===== src/rtl/muldiv.sv =====
`timescale 1ns/1ps
// muldiv: iterative MULT/MULTU/DIV/DIVU unit holding the architectural HI/LO.
//
// Ports:
//   clk, rst_n      clock, asynchronous active-low reset
//   start, op       launch request (sampled when idle); 0=MULT 1=MULTU 2=DIV 3=DIVU
//   a, b            rs / rt operands, captured only on an accepted start
//   hi_we, lo_we    MTHI / MTLO strobes, honoured only when idle and not starting
//   wdata           MTHI / MTLO data
//   busy            operation in flight (RUN or FIX)
//   done            one-cycle pulse once HI/LO hold the new result
//   hi, lo          HI / LO registers
//
// Latency is DATA_WIDTH+1 cycles from the start edge to done.
// The multiply is a shift-add on magnitudes.
// The divide is a restoring divide on magnitudes.
// Signs are applied in the FIX cycle.
module muldiv #(
    parameter int DATA_WIDTH = 32
) (
    input  logic                  clk,
    input  logic                  rst_n,
    input  logic                  start,
    input  logic [1:0]            op,
    input  logic [DATA_WIDTH-1:0] a,
    input  logic [DATA_WIDTH-1:0] b,
    input  logic                  hi_we,
    input  logic                  lo_we,
    input  logic [DATA_WIDTH-1:0] wdata,
    output logic                  busy,
    output logic                  done,
    output logic [DATA_WIDTH-1:0] hi,
    output logic [DATA_WIDTH-1:0] lo
);

    localparam int W  = DATA_WIDTH;
    localparam int CW = $clog2(W);

    typedef enum logic [1:0] {S_IDLE, S_RUN, S_FIX} state_t;

    state_t          state_q, state_d;
    logic [CW-1:0]   cnt_q, cnt_d;
    logic            done_q, done_d;
    logic [W-1:0]    hi_q, hi_d, lo_q, lo_d;

    // Working datapath, meaningful only between start and FIX.
    // acc_q holds the multiply accumulator with the multiplier in its low half.
    // For a divide it holds the dividend, shifting out as quotient bits shift in.
    logic [2*W-1:0]  acc_q, acc_d;
    logic [W:0]      rem_q, rem_d;
    logic [W-1:0]    opnd_q, opnd_d;    // multiplicand or divisor magnitude
    logic            is_div_q, is_div_d;
    logic            neg_q_q, neg_q_d;  // negate product / quotient
    logic            neg_r_q, neg_r_d;  // negate remainder
    logic            dz_q, dz_d;        // divisor was zero

    logic            start_ok;
    logic            sgn_op, sa, sb;
    logic [W-1:0]    amag, bmag;
    logic [W:0]      msum;
    logic [W:0]      dshift;
    logic            take;
    logic [2*W-1:0]  prod;

    // |x| in W+1 bits, so that -2^(W-1) becomes 2^(W-1) and still fits in W unsigned bits.
    function automatic logic [W-1:0] magnitude(input logic [W-1:0] x, input logic is_signed);
        logic [W:0] ext;
        ext = {is_signed & x[W-1], x};
        if (ext[W]) ext = ~ext + {{W{1'b0}}, 1'b1};
        return ext[W-1:0];
    endfunction

    function automatic logic [W-1:0] negate_w(input logic [W-1:0] x, input logic en);
        return en ? (~x + {{(W-1){1'b0}}, 1'b1}) : x;
    endfunction

    function automatic logic [2*W-1:0] negate_2w(input logic [2*W-1:0] x, input logic en);
        return en ? (~x + {{(2*W-1){1'b0}}, 1'b1}) : x;
    endfunction

    assign start_ok = (state_q == S_IDLE) && start;
    assign sgn_op   = ~op[0];
    assign sa       = sgn_op & a[W-1];
    assign sb       = sgn_op & b[W-1];
    assign amag     = magnitude(a, sgn_op);
    assign bmag     = magnitude(b, sgn_op);

    // One shift-add step: add the multiplicand into the upper half when the
    // current multiplier bit (acc_q[0]) is set, then shift right with carry.
    assign msum = {1'b0, acc_q[2*W-1:W]} + (acc_q[0] ? {1'b0, opnd_q} : {(W+1){1'b0}});

    // One restoring step: bring in the next dividend bit, then subtract if it fits.
    // rem_q[W] stays clear for any in-range partial remainder.
    // OR-ing it in keeps the compare correct even if it were ever set.
    assign dshift = {rem_q[W-1:0], acc_q[W-1]};
    assign take   = rem_q[W] | (dshift >= {1'b0, opnd_q});

    assign prod = negate_2w(acc_q, neg_q_q);

    always_comb begin
        state_d  = state_q;
        cnt_d    = cnt_q;
        done_d   = 1'b0;
        hi_d     = hi_q;
        lo_d     = lo_q;
        acc_d    = acc_q;
        rem_d    = rem_q;
        opnd_d   = opnd_q;
        is_div_d = is_div_q;
        neg_q_d  = neg_q_q;
        neg_r_d  = neg_r_q;
        dz_d     = dz_q;

        case (state_q)
            S_IDLE: begin
                if (start_ok) begin
                    state_d  = S_RUN;
                    cnt_d    = CW'(W - 1);
                    is_div_d = op[1];
                    acc_d    = {{W{1'b0}}, (op[1] ? amag : bmag)};
                    opnd_d   = op[1] ? bmag : amag;
                    rem_d    = '0;
                    neg_q_d  = sa ^ sb;
                    neg_r_d  = sa;
                    dz_d     = (b == '0);
                end else begin
                    if (hi_we) hi_d = wdata;
                    if (lo_we) lo_d = wdata;
                end
            end
            S_RUN: begin
                if (is_div_q) begin
                    rem_d = take ? (dshift - {1'b0, opnd_q}) : dshift;
                    acc_d = {acc_q[2*W-1:W], acc_q[W-2:0], take};
                end else begin
                    acc_d = {msum, acc_q[W-1:1]};
                end
                if (cnt_q == '0) state_d = S_FIX;
                else             cnt_d   = cnt_q - 1'b1;
            end
            S_FIX: begin
                state_d = S_IDLE;
                done_d  = 1'b1;
                if (is_div_q) begin
                    // A zero divisor leaves the magnitude of a in the remainder.
                    // Re-applying a's sign gives HI = a.
                    // Only LO needs the explicit all-ones override.
                    hi_d = negate_w(rem_q[W-1:0], neg_r_q);
                    lo_d = dz_q ? {W{1'b1}} : negate_w(acc_q[W-1:0], neg_q_q);
                end else begin
                    hi_d = prod[2*W-1:W];
                    lo_d = prod[W-1:0];
                end
            end
            default: state_d = S_IDLE;
        endcase
    end

    always_ff @(posedge clk or negedge rst_n) begin
        if (!rst_n) begin
            state_q <= S_IDLE;
            cnt_q   <= '0;
            done_q  <= 1'b0;
            hi_q    <= '0;
            lo_q    <= '0;
        end else begin
            state_q <= state_d;
            cnt_q   <= cnt_d;
            done_q  <= done_d;
            hi_q    <= hi_d;
            lo_q    <= lo_d;
        end
    end

    always_ff @(posedge clk) begin
        acc_q    <= acc_d;
        rem_q    <= rem_d;
        opnd_q   <= opnd_d;
        is_div_q <= is_div_d;
        neg_q_q  <= neg_q_d;
        neg_r_q  <= neg_r_d;
        dz_q     <= dz_d;
    end

    assign busy = (state_q != S_IDLE);
    assign done = done_q;
    assign hi   = hi_q;
    assign lo   = lo_q;

endmodule

===== config.mk =====
export PLATFORM = sky130hd
export DESIGN_NAME = muldiv
export DESIGN_NICKNAME = d
export VERILOG_FILES = /design/src/rtl/muldiv.sv
export SDC_FILE = /design/constraint.sdc
export NUM_CORES = 1
export LEC_CHECK = 0
export CORE_MARGIN = 2
export CORE_UTILIZATION = 44
export DETAILED_ROUTE_END_ITERATION = 12
export GPL_ROUTABILITY_DRIVEN = 0
export MAX_ROUTING_LAYER = met4
export PLACE_DENSITY_LB_ADDON = 0.08
export RECOVER_POWER = 100
export SLEW_MARGIN = 15
export SYNTH_ARGS = -nofsm -noshare
export SYNTH_HDL_FRONTEND = slang
export SYNTH_SLANG_ARGS = --single-unit

===== constraint.sdc =====
create_clock -name clk -period 6.78 [get_ports clk]
set_input_delay 1.017 -clock clk [delete_from_list [all_inputs] [get_ports clk]]
set_output_delay 1.017 -clock clk [all_outputs]
set_load 0.1 [all_outputs]

==> results of run 1 <==
-- power by group --
part | total [mW] | internal (mW) | switching, mW
clock network | 1.36 | 0.810 | 0.548
logic | 5.93 | 1.94 | 3.98
registers | 2.93 | 2.14 | 0.783
-- layout by cell type (no fill, tap or decap), types with 28 or more instances in the layout --
| cell type | synthesis | layout |
|---|---|---|
| or3_1 | 38 | 39 |
| ha_1 | 70 | 70 |
| o22ai_1 | 29 | 29 |
| xor2_1 | 78 | 78 |
| clkbuf_16 | 0 | 28 |
| inv_1 | 68 | 69 |
| dfrtp_1 | 72 | 72 |
| dlygate4sd3_1 | 0 | 71 |
| nor2_1 | 177 | 177 |
| mux2i_1 | 72 | 72 |
| nand3_1 | 45 | 45 |
| a21oi_1 | 152 | 152 |
| edfxtp_1 | 133 | 133 |
| o21ai_0 | 117 | 117 |
| nand2_1 | 173 | 173 |
| xnor2_1 | 104 | 104 |
| clkdlybuf4s50_1 | 0 | 95 |
| nor3_1 | 35 | 35 |
| o31ai_1 | 45 | 45 |
-- logic make-up after synthesis --
logic type | synth area share (%)
buffers and inverters | 3.97
adder cells (fa/ha/maj) | 5.58
multiplexers | 4.60
AND/OR/NAND/NOR | 19.1
AO/OA/AOI/OAI | 21.7
flip-flops | 35.3
XOR/XNOR | 9.72
-- metrics by stage --
stage | hold WS, ps | std cells | area (sq um)
finish | 474 | 2491 | 19200
CTS | 485 | 2488 | 19300
floorplan | 462 | 1884 | 16400
detailed placement | 466 | 2443 | 18500
global route | 498 | 2491 | 19200
global placement | 464 | 2443 | 18500
-- path summary, 6_finish.rpt --
check	slack, ps	to	from
min in group asynchronous	1860	hi[2]	rst_n
max in group asynchronous	2710	lo[30]	rst_n
worst max register to register	1900	rem_q[25]	state_q[0]
worst min register to register	470	lo[19]	lo[19]
worst max-delay path	1600	acc_q[29]	op[1]
worst min-delay path	470	lo[19]	lo[19]
-- metal layers --
| layer | vias to the layer above | share of wire, % | wire length, um | global-route usage (%) |
|---|---|---|---|---|
| li1 | 7219 | - | - | - |
| met1 | 7080 | 44 | 24500 | 38.7 |
| met2 | 689 | 45 | 24700 | 46.1 |
| met3 | 92 | 7.7 | 4240 | 3.38 |
| met4 | 0 | 2.9 | 1570 | 8.47 |
| met5 | - | 0 | 0 | - |
-- sequential cells by signal, indices dropped and copies added (netlist names) --
register	flops
is_div_q	1
neg_q_q	1
hi	32
lo	32
rem_q	33
neg_r_q	1
done	1
state_q	2
opnd_q	32
cnt_q	5
acc_q	64
dz_q	1
-- layout make-up --
class | instances | area (sq um) | area share [%]
clock inverter | 8 | 45.0 | 0.235
antenna | 3 | 7.51 | 0.0391
inverter | 69 | 259 | 1.35
tap | 468 | 586 | 3.05
multi-input combinational | 1508 | 9900 | 51.6
sequential | 205 | 5800 | 30.2
timing repair buffer | 193 | 1810 | 9.42
clock buffer | 37 | 795 | 4.14
-- worst register-to-register path: cells and delay by family, from the launching register on --
family,cells,cell delay [ps]
and+or+nand+nor,3,1960
buffers and inverters,2,2060
DFF,1,430
==> qor.yml, run 1 <==
synth:
  syn_area_per_cell_sq_um: 8.71
  yosysTopAreaCell: "edfxtp_1"
  synthFlopType: "edfxtp_1"
  syn_inst: 1884
  syn-num-nets: 2059
  yosysMostFrequentCell: "nor2_1"
  yosys-top-cells-area: "edfxtp_1 24%, dfrtp_1 11%, xnor2_1 5.6%"
  synthTopCellsByCount: "177 x nor2_1, 173 x nand2_1, 152 x a21oi_1"
  netlist_area_sq_um: 16400
  async_reset_ff_share_pct: 35.1
  yosysWarnings: 0
  yosys.cell_types.count: 78
  synth-edff-count: 133
  synth_seq_area_share_pct: 35.3
  ys_ff_latch: 205
  synth_top_area_share_pct: 24.4
setup_path:
  crit_chain: "buf_2 -> clkbuf_1 -> inv_1 -> nor2_1 -> a32oi_1 -> o31a_1"
  critPathRequiredTime_ps: 7060
  critPathMaxFanout: 58
  r2r_cells: 5
  worstSetupEndpointType: "flop"
  critPathSlowestCell: "clkbuf_1"
  path_class: "input pin to flop"
  max_stage_delay_ps: 1980
  crit_buf_inv: 3
  worst-path-stages: 6
  worstSetupStartpointType: "input pin"
  crit_family: "buffers and inverters"
  crit_arrival_ps: 5460
power_and_ir_drop:
  total_power_mw: 10.2
  p_per_area_nw_per_um2: 532
  p_leak_nw: 7.61
  vdd_drop_max_mv: 0.179
timing:
  hold_viol_final: 0
  max_slew_margin_pct: -163
  setup_violations: 0
  fin_skew_ps: 18.2
  tns_ps: 0
  fmax_mhz: 193
  min_period_ps: 5180
  fin_crit_sh_pct: 76.5
  rsz0062_at_grt: "no"
  fin_ws_ps: 1600
  worst_pin_slew_ps: 3940
  maxSlewViolCount: 365
global_routing:
  grt_max_degree: 73
  grt_pass1_wl_um: 83800
  antenna_found_initial: 3
  grt-ovfl-total: 0
  track_usage_pct: 28.8
  grt_pass1_vias: 14300
drt:
  vias_per_cell: 6.05
  vias: 15100
  dr.pass1.iters: 6
  wl_um: 55000
  antenna_left: 0
  wl_per_cell_um: 22.1
  post-route-drc-count: 0
  first_iter_violations: 1154
layout:
  fin_util_pct: 52.3
  drive_gt1_share_pct: 4.60
  fillers: 3399
  area_growth_pct: 17.1
  num-nets-final: 2177
clocking:
  cts_resized: 0
  clock_latency_ps: 530
  cts_made_buffers: 25
  cts_hold_buf: 0
  h-tree-depth: 1
  post-cts-setup-buffer-count: 0
  path_clk_slew_ps: 60
  clk_path_buf_depth: 3
  cts_tree: "yes"
  root_buffer: "clkbuf_16"
  cts_sinks: 205
job:
  max_cap_viol_count: 9
floorplan:
  die_y_um: 197
  core_area_sq_um: 36700
  io_pins: 169
  die_w_um: 197
  num_rows: 70
  dieArea_sq_um: 38800
  floorplan.initialDensity_pct: 44.7
status:
  status: "complete, but fails checks"
  violations: "capacitance limit, slew limit"
placed_design:
  pre_cts_ws_ps: 2600
  place_hpwl_um: 43700
  port_buffers: 168
worst_hold_path:
  whs_path_depth: 2
  hp-class: "flop to flop"
(Power assumes the default switching activity.)
==> run 2, diff against run 1 <==
==> constraint.sdc (replaced) <==
create_clock -name clk -period 4.9 [get_ports clk]
set_input_delay 0.735 -clock clk [delete_from_list [all_inputs] [get_ports clk]]
set_output_delay 0.735 -clock clk [all_outputs]
set_load 0.1 [all_outputs]
==> run 2 against run 1 <==
The run still ends with capacitance limit, slew limit left; non-clock buffer count decreased by 1; routed wire length increased by 1.4%; final cell count decreased by 0.16%; hold slack got worse by 120 ps; utilization increased by 0.051 points; global-route usage increased by 0.74 points; sequential share of layout area about the same; combinational power increased by 39%; clock-buffer cell count decreased by 5; via count increased by 1.2%; critical path type is now flop to flop; critical endpoint is now rem_q[7]; largest cell class unchanged; largest power group unchanged.
==> qor.yml, run 2 (synthesis results as in run 1) <==
layout:
  layout_commonest_cell: "nor2_1"
  regArea_sq_um: 5800  # unchanged
  multi_input_area_sq_um: 9920  # +0.14%
  largest_register_ffs: 64  # unchanged
  drive_gt1_share_pct: 4.71  # +0.10 points
  area_growth_pct: 17.2  # about the same
  fillers: 3456  # +1.7%
  top_register: "acc_q"
  layout_common_cells: "177 x nor2_1, 173 x nand2_1, 152 x a21oi_1, 133 x edfxtp_1, 118 x o21ai_0"
  final_area_sq_um: 19200  # about the same
  fin_util_pct: 52.4  # about the same
  reg.largest.list: "acc_q (64), rem_q (33)"
  num-nets-final: 2176  # -0.046%
clocking:
  cts_resized: 0  # unchanged
  clock_latency_ps: 540  # about the same
  path_clk_slew_ps: 60  # about the same
  h-tree-depth: 1  # unchanged
  post-cts-setup-buffer-count: 0  # unchanged
  clk_path_buf_depth: 3  # unchanged
  cts_sinks: 205  # unchanged
  cts_hold_buf: 0  # unchanged
  root_buffer: "clkbuf_16"
  cts_made_buffers: 25  # unchanged
  cts_tree: "yes"
timing:
  worst_pin_slew_ps: 2070  # -1870 ps
  setup_violations: 0  # unchanged
  max_slew_margin_pct: -38.1  # +120 points
  tns_ps: 0  # unchanged
  hold_viol_final: 0  # unchanged
  rsz0062_at_grt: "no"
  fin_crit_sh_pct: 82.2
  min_period_ps: 4030
  fin_skew_ps: 13.9  # -4.36 ps
  fmax_mhz: 248
  maxSlewViolCount: 194  # -47%
  whs_ps: 352  # -122 ps
drt:
  post-route-drc-count: 0  # unchanged
  highest_layer: "met4"
  vias: 15300  # +1.2%
  antenna_left: 0  # unchanged
  wl_met3_um: 4490  # +5.9%
  dr.pass1.iters: 6  # unchanged
  first_iter_violations: 1273  # +10%
  wl_per_cell_um: 22.4  # +1.6%
  m1WireLength_um: 24400  # -0.44%
  wl_met2_um: 24800  # +0.27%
  wl_um: 55800  # +1.4%
  vias_per_cell: 6.13  # +1.3%
setup_path:
  worstSetupStartpointType: "flop"
  critPathMaxFanout: 32  # -45%
  critPathSlowestCell: "and3_1"
  path_common_cell: "a21oi_1"
  worstSetupEndpointType: "flop"
  max_stage_delay_ps: 1060  # -920 ps
  crit_chain: "ha_1 -> a21oi_1 -> nand3_1 -> or4_1 -> o2111ai_1 -> and3_1 -> clkbuf_1 -> nand2_1 -> a21oi_1"
  crit_buf_inv: 1  # -2
  path_class: "flop to flop"
  critPathRequiredTime_ps: 5280  # -1780 ps
  crit_arrival_ps: 4410  # -1050 ps
  crit_family: "simple AND/OR/NAND/NOR gates"
status:
  status: "complete, but fails checks"
  violations: "capacitance limit, slew limit"
floorplan:
  dieArea_sq_um: 38800  # unchanged
  die_w_um: 197  # unchanged
  io_pins: 169  # unchanged
  die_y_um: 197  # unchanged
  num_rows: 70  # unchanged
  floorplan.initialDensity_pct: 44.7  # unchanged
  core_area_sq_um: 36700  # unchanged
worst_hold_path:
  hp-class: "input pin to async pin"
global_routing:
  grt_pass1_vias: 14600  # +1.9%
  grt_pass1_wl_um: 85900  # +2.5%
  grt_max_degree: 73  # unchanged
  track_usage_pct: 29.6  # +0.74 points
  grt-ovfl-total: 0  # unchanged
  antenna_found_initial: 2  # -1
power_and_ir_drop:
  seqPwrFrac_pct: 28.5  # -0.2 points
  p_sw_share_pct: 52.1  # about the same
  p_sw_mw: 7.39  # +39%
  combinationalPowerShare_pct: 58.1  # about the same
  internal_power_mw: 6.81  # +39%
  p_leak_nw: 7.62  # +0.20%
  total_power_mw: 14.2  # +39%
  p_per_area_nw_per_um2: 739  # +39%
  vdd_drop_max_mv: 0.252  # +41%
  clock_power_share_pct: 13.4  # about the same
placed_design:
  place_area_sq_um: 18500  # about the same
  place_hpwl_um: 44500  # +1.7%
  port_buffers: 168  # unchanged
job:
  max_cap_viol_count: 5  # -4
[run 2: final cells by class]
type | count | share of cell area (%)
Multi-Input combinational cell | 1508 | 51.6
Sequential cell | 205 | 30.2
Timing Repair Buffer | 192 | 9.47
Clock buffer | 32 | 3.78
Tap cell | 468 | 3.05
Inverter | 69 | 1.35
Clock inverter | 12 | 0.586
Antenna cell | 1 | 0.0130
[run 2: worst paths after layout]
check / from / to / slack (ps) / cells past startpoint
setup / recovery: rem_q[11] / rem_q[7] / 870 / 9
hold / removal: rst_n / hi[11] / 350 / 1
setup reg to reg: rem_q[11] / rem_q[7] / 870 / 9
hold reg to reg: lo[20] / lo[20] / 470 / 2
max in group asynchronous: rst_n / done / 3920 / 1
min in group clk: lo[20] / lo[20] / 470 / 2
[run 2: per-layer routing]
metal,vias up,track usage [%]
met5,-,-
met1,7269,39.2
li1,7236,-
met2,662,46.6
met4,0,10.2
met3,90,4.22
[run 2: power by group through the flow]
stage,clock (mW),combinational (mW),sequential [mW]
2_1_floorplan,0,4.42,5.43
3_3_place_gp,0,8.18,4.02
3_5_place_dp,0,8.27,4.04
4_1_cts,1.92,8.29,4.01
5_1_grt,1.98,8.93,4.15
6_report,1.90,8.24,4.05
[run 2: worst register-to-register path: stages (launching register included)]
cell	delay, ps
edfxtp_1	500
ha_1	460
a21oi_1	290
nand3_1	140
or4_1	500
o2111ai_1	330
and3_1	1060
clkbuf_1	360
nand2_1	90
a21oi_1	140
[run 2: stage by stage]
stage / instances / setup slack [ps]
6_report: 2487 / 872
5_1_grt: 2487 / 592
4_1_cts: 2486 / 965
3_5_place_dp: 2442 / 980
3_3_place_gp: 2442 / 1100
2_1_floorplan: 1884 / 1650
==> run 3, diff against run 2 <==
==> constraint.sdc (replaced) <==
create_clock -name clk -period 3.64 [get_ports clk]
set_input_delay 0.546 -clock clk [delete_from_list [all_inputs] [get_ports clk]]
set_output_delay 0.546 -clock clk [all_outputs]
set_load 0.1 [all_outputs]
==> run 3 against run 2 <==
The run still ends with capacitance limit, slew limit left; via count rose by 0.54%; clock-buffer cell count rose by 1; hold slack improved by 120 ps; die area did not move; routed wire length rose by 2.6%; setup slack got worse by 630 ps; final cell count rose by 2.9%; sequential power rose by 24%; first-iteration DRC count fell by 2.7%; register-to-register slack got worse by 630 ps; utilization rose by 1.2 points; critical path type unchanged; largest cell class unchanged; highest routed layer unchanged.
==> qor.yml, run 3 (synthesis results as in run 1) <==
status:
  status: "complete, but fails checks"
  violations: "capacitance limit, slew limit"
worst_hold_path:
  min_from: "lo[30]"
  hold_path_end: "lo[30]"
  whs_path_depth: 2
  hp-class: "flop to flop"
layout:
  layout_common_cells: "177 x nor2_1, 173 x nand2_1, 152 x a21oi_1, 133 x edfxtp_1, 117 x o21ai_0"
  area_growth_pct: 20.0
  top_register: "acc_q"
  num-nets-final: 2249  # +3.4%
  largest_register_ffs: 64  # unchanged
  reg.largest.list: "acc_q (64), rem_q (33)"
  drive_gt1_share_pct: 7.65  # +2.9 points
  diodes: 0  # -1
  layout_commonest_cell: "nor2_1"
floorplan:
  die_w_um: 197  # unchanged
  die_y_um: 197  # unchanged
  io_pins: 169  # unchanged
  core_area_sq_um: 36700  # unchanged
  dieArea_sq_um: 38800  # unchanged
  num_rows: 70  # unchanged
  floorplan.initialDensity_pct: 44.7  # unchanged
power_and_ir_drop:
  p_per_area_nw_per_um2: 986  # +33%
  p_sw_share_pct: 51.9  # -0.14 points
  clock_power_share_pct: 12.0  # -1.4 points
  internal_power_mw: 9.33  # +37%
  p_leak_nw: 7.93  # +4.0%
  total_power_mw: 19.4  # +37%
  combinationalPowerShare_pct: 62.2  # +4.1 points
  seqPwrFrac_pct: 25.9  # -2.6 points
  p_sw_mw: 10.1  # +36%
  vdd_drop_max_mv: 0.323  # +28%
global_routing:
  antenna_found_initial: 0  # -2
  met1_usage_pct: 41.5  # +2.2 points
  use_met2_pct: 47.5  # +0.96 points
  grt.busiest_layer: "met2"
  grt_util_met3_pct: 4.00  # -0.22 points
  grt_pass1_vias: 14800  # +1.2%
  grt_max_degree: 73  # unchanged
  track_usage_pct: 30.5  # +0.93 points
  grt-ovfl-total: 0  # unchanged
  grt_pass1_wl_um: 88100  # +2.5%
setup_path:
  r2r_setup_slack_ps: 250  # -630 ps
  path_class: "flop to flop"
  worstSetupEndpointType: "flop"
  critPathRequiredTime_ps: 4040  # -1240 ps
  critPathMaxFanout: 10  # -69%
  crit_arrival_ps: 3790  # -620 ps
  crit_chain: "or4_1 -> nor4b_1 -> nand4_1 -> nand3b_4 -> or2_2 -> o41ai_1 -> xor2_1 -> o21ai_1"
  r2r_start: "acc_q[22]"
  critPathSlowestCell: "or4_1"
  r2r_cells: 8  # -1
  worstSetupStartpointType: "flop"
  timing.rr.end: "hi[31]"
  max_stage_delay_ps: 720  # -340 ps
placed_design:
  place_hpwl_um: 46000  # +3.3%
  port_buffers: 168  # unchanged
  pre_cts_ws_ps: 103  # -877 ps
timing:
  fin_ws_ps: 246  # -626 ps
  setup_violations: 0  # unchanged
  min_period_ps: 3390  # -634 ps
  hold_viol_final: 0  # unchanged
  fmax_mhz: 295  # +19%
  maxSlewViolCount: 131  # -32%
  worst_pin_slew_ps: 2720  # +653 ps
  fin_crit_sh_pct: 93.2  # +11 points
  max_slew_margin_pct: -81.6  # -44 points
  whs_ps: 470  # +119 ps
  rsz0062_at_grt: "no"
  fin_skew_ps: 15.3  # +1.44 ps
  tns_ps: 0  # unchanged
job:
  max_cap_viol_count: 2  # -3
clocking:
  post-cts-setup-buffer-count: 0  # unchanged
  clk_path_buf_depth: 3  # unchanged
  cts_tree: "yes"
  cts_sinks: 205  # unchanged
  cts_made_buffers: 24  # -4.0%
  cts_hold_buf: 0  # unchanged
  root_buffer: "clkbuf_16"
  h-tree-depth: 1  # unchanged
  clock_latency_ps: 540  # about the same
  path_clk_slew_ps: 60  # about the same
drt:
  vias: 15300  # +0.54%
  wl_um: 57300  # +2.6%
  antenna_left: 0  # unchanged
  post-route-drc-count: 0  # unchanged
  dr.pass1.iters: 6  # unchanged
  first_iter_violations: 1238  # -2.7%
  vias_per_cell: 5.99  # -2.3%
  wl_per_cell_um: 22.4  # -0.24%
run 3: cell count changes in the layout (fill, tap and decap cells not counted), sizes merged:
| cell | before | now |
|---|---|---|
| bufinv | 2 | 1 |
| buf | 16 | 73 |
| clkbuf | 42 | 61 |
| clkinv | 8 | 7 |
| inv | 70 | 69 |
| diode | 1 | 0 |
| dlygate4sd3 | 72 | 71 |
| clkinvlp | 1 | 2 |
run 3: worst max path at each step:
| stage | endpoint | cells past startpoint | start |
|---|---|---|---|
| floorplan | rem_q[28] | 11 | acc_q[31] |
| global placement | opnd_q[29] | 9 | a[16] |
| detailed placement | opnd_q[29] | 9 | a[16] |
| CTS | acc_q[60] | 12 | acc_q[0] |
| global route | rem_q[6] | 11 | rem_q[2] |
| finish | hi[31] | 8 | acc_q[22] |
run 3: timing repair:
action,CTS,global route
resized for setup,0,2
hold endpoints to repair,0,0
endpoints found under the setup margin,0,4
run 3: cell type report:
| cell class | count | area, sq um |
|---|---|---|
| Sequential cell | 205 | 5800 |
| Inverter | 69 | 259 |
| Multi-Input combinational cell | 1508 | 9940 |
| Clock buffer | 33 | 656 |
| Clock inverter | 10 | 76.3 |
| Fill cell | 3406 | 17000 |
| Tap cell | 468 | 586 |
| Timing Repair Buffer | 266 | 2360 |
run 3: worst max-delay path, delay by kind of cell, from the launching register on:
| family | cells | cell delay [ps] |
|---|---|---|
| AND/OR/NAND/NOR | 5 | 2190 |
| AO/OA/AOI/OAI | 2 | 420 |
| flip-flops | 1 | 380 |
| XOR/XNOR | 1 | 250 |
run 3: per-stage QoR:
stage                     instances  util [%]  area (sq um)
after global placement         2516      51.9         19100
after floorplan                1884         -         16400
after detailed placement       2516      51.9         19100
after CTS                      2559      53.9         19800
after global routing           2559      53.6         19700
final                          2559      53.6         19700
run 3: power by group through the flow:
stage / combinational, mW / sequential [mW] / clock [mW]
floorplan: 5.94 / 7.31 / 0
global placement: 12.0 / 5.02 / 0
detailed placement: 12.1 / 5.04 / 0
CTS: 12.1 / 5.00 / 2.35
global route: 13.0 / 5.15 / 2.45
finish: 12.1 / 5.02 / 2.32
run 3: layer usage:
metal	up-vias	routed length [um]	share of wire [%]
met3	92	4740	8.3
met2	728	25300	44
met4	0	1820	3.2
met1	7148	25400	44
met5	-	0	0
li1	7371	-	-
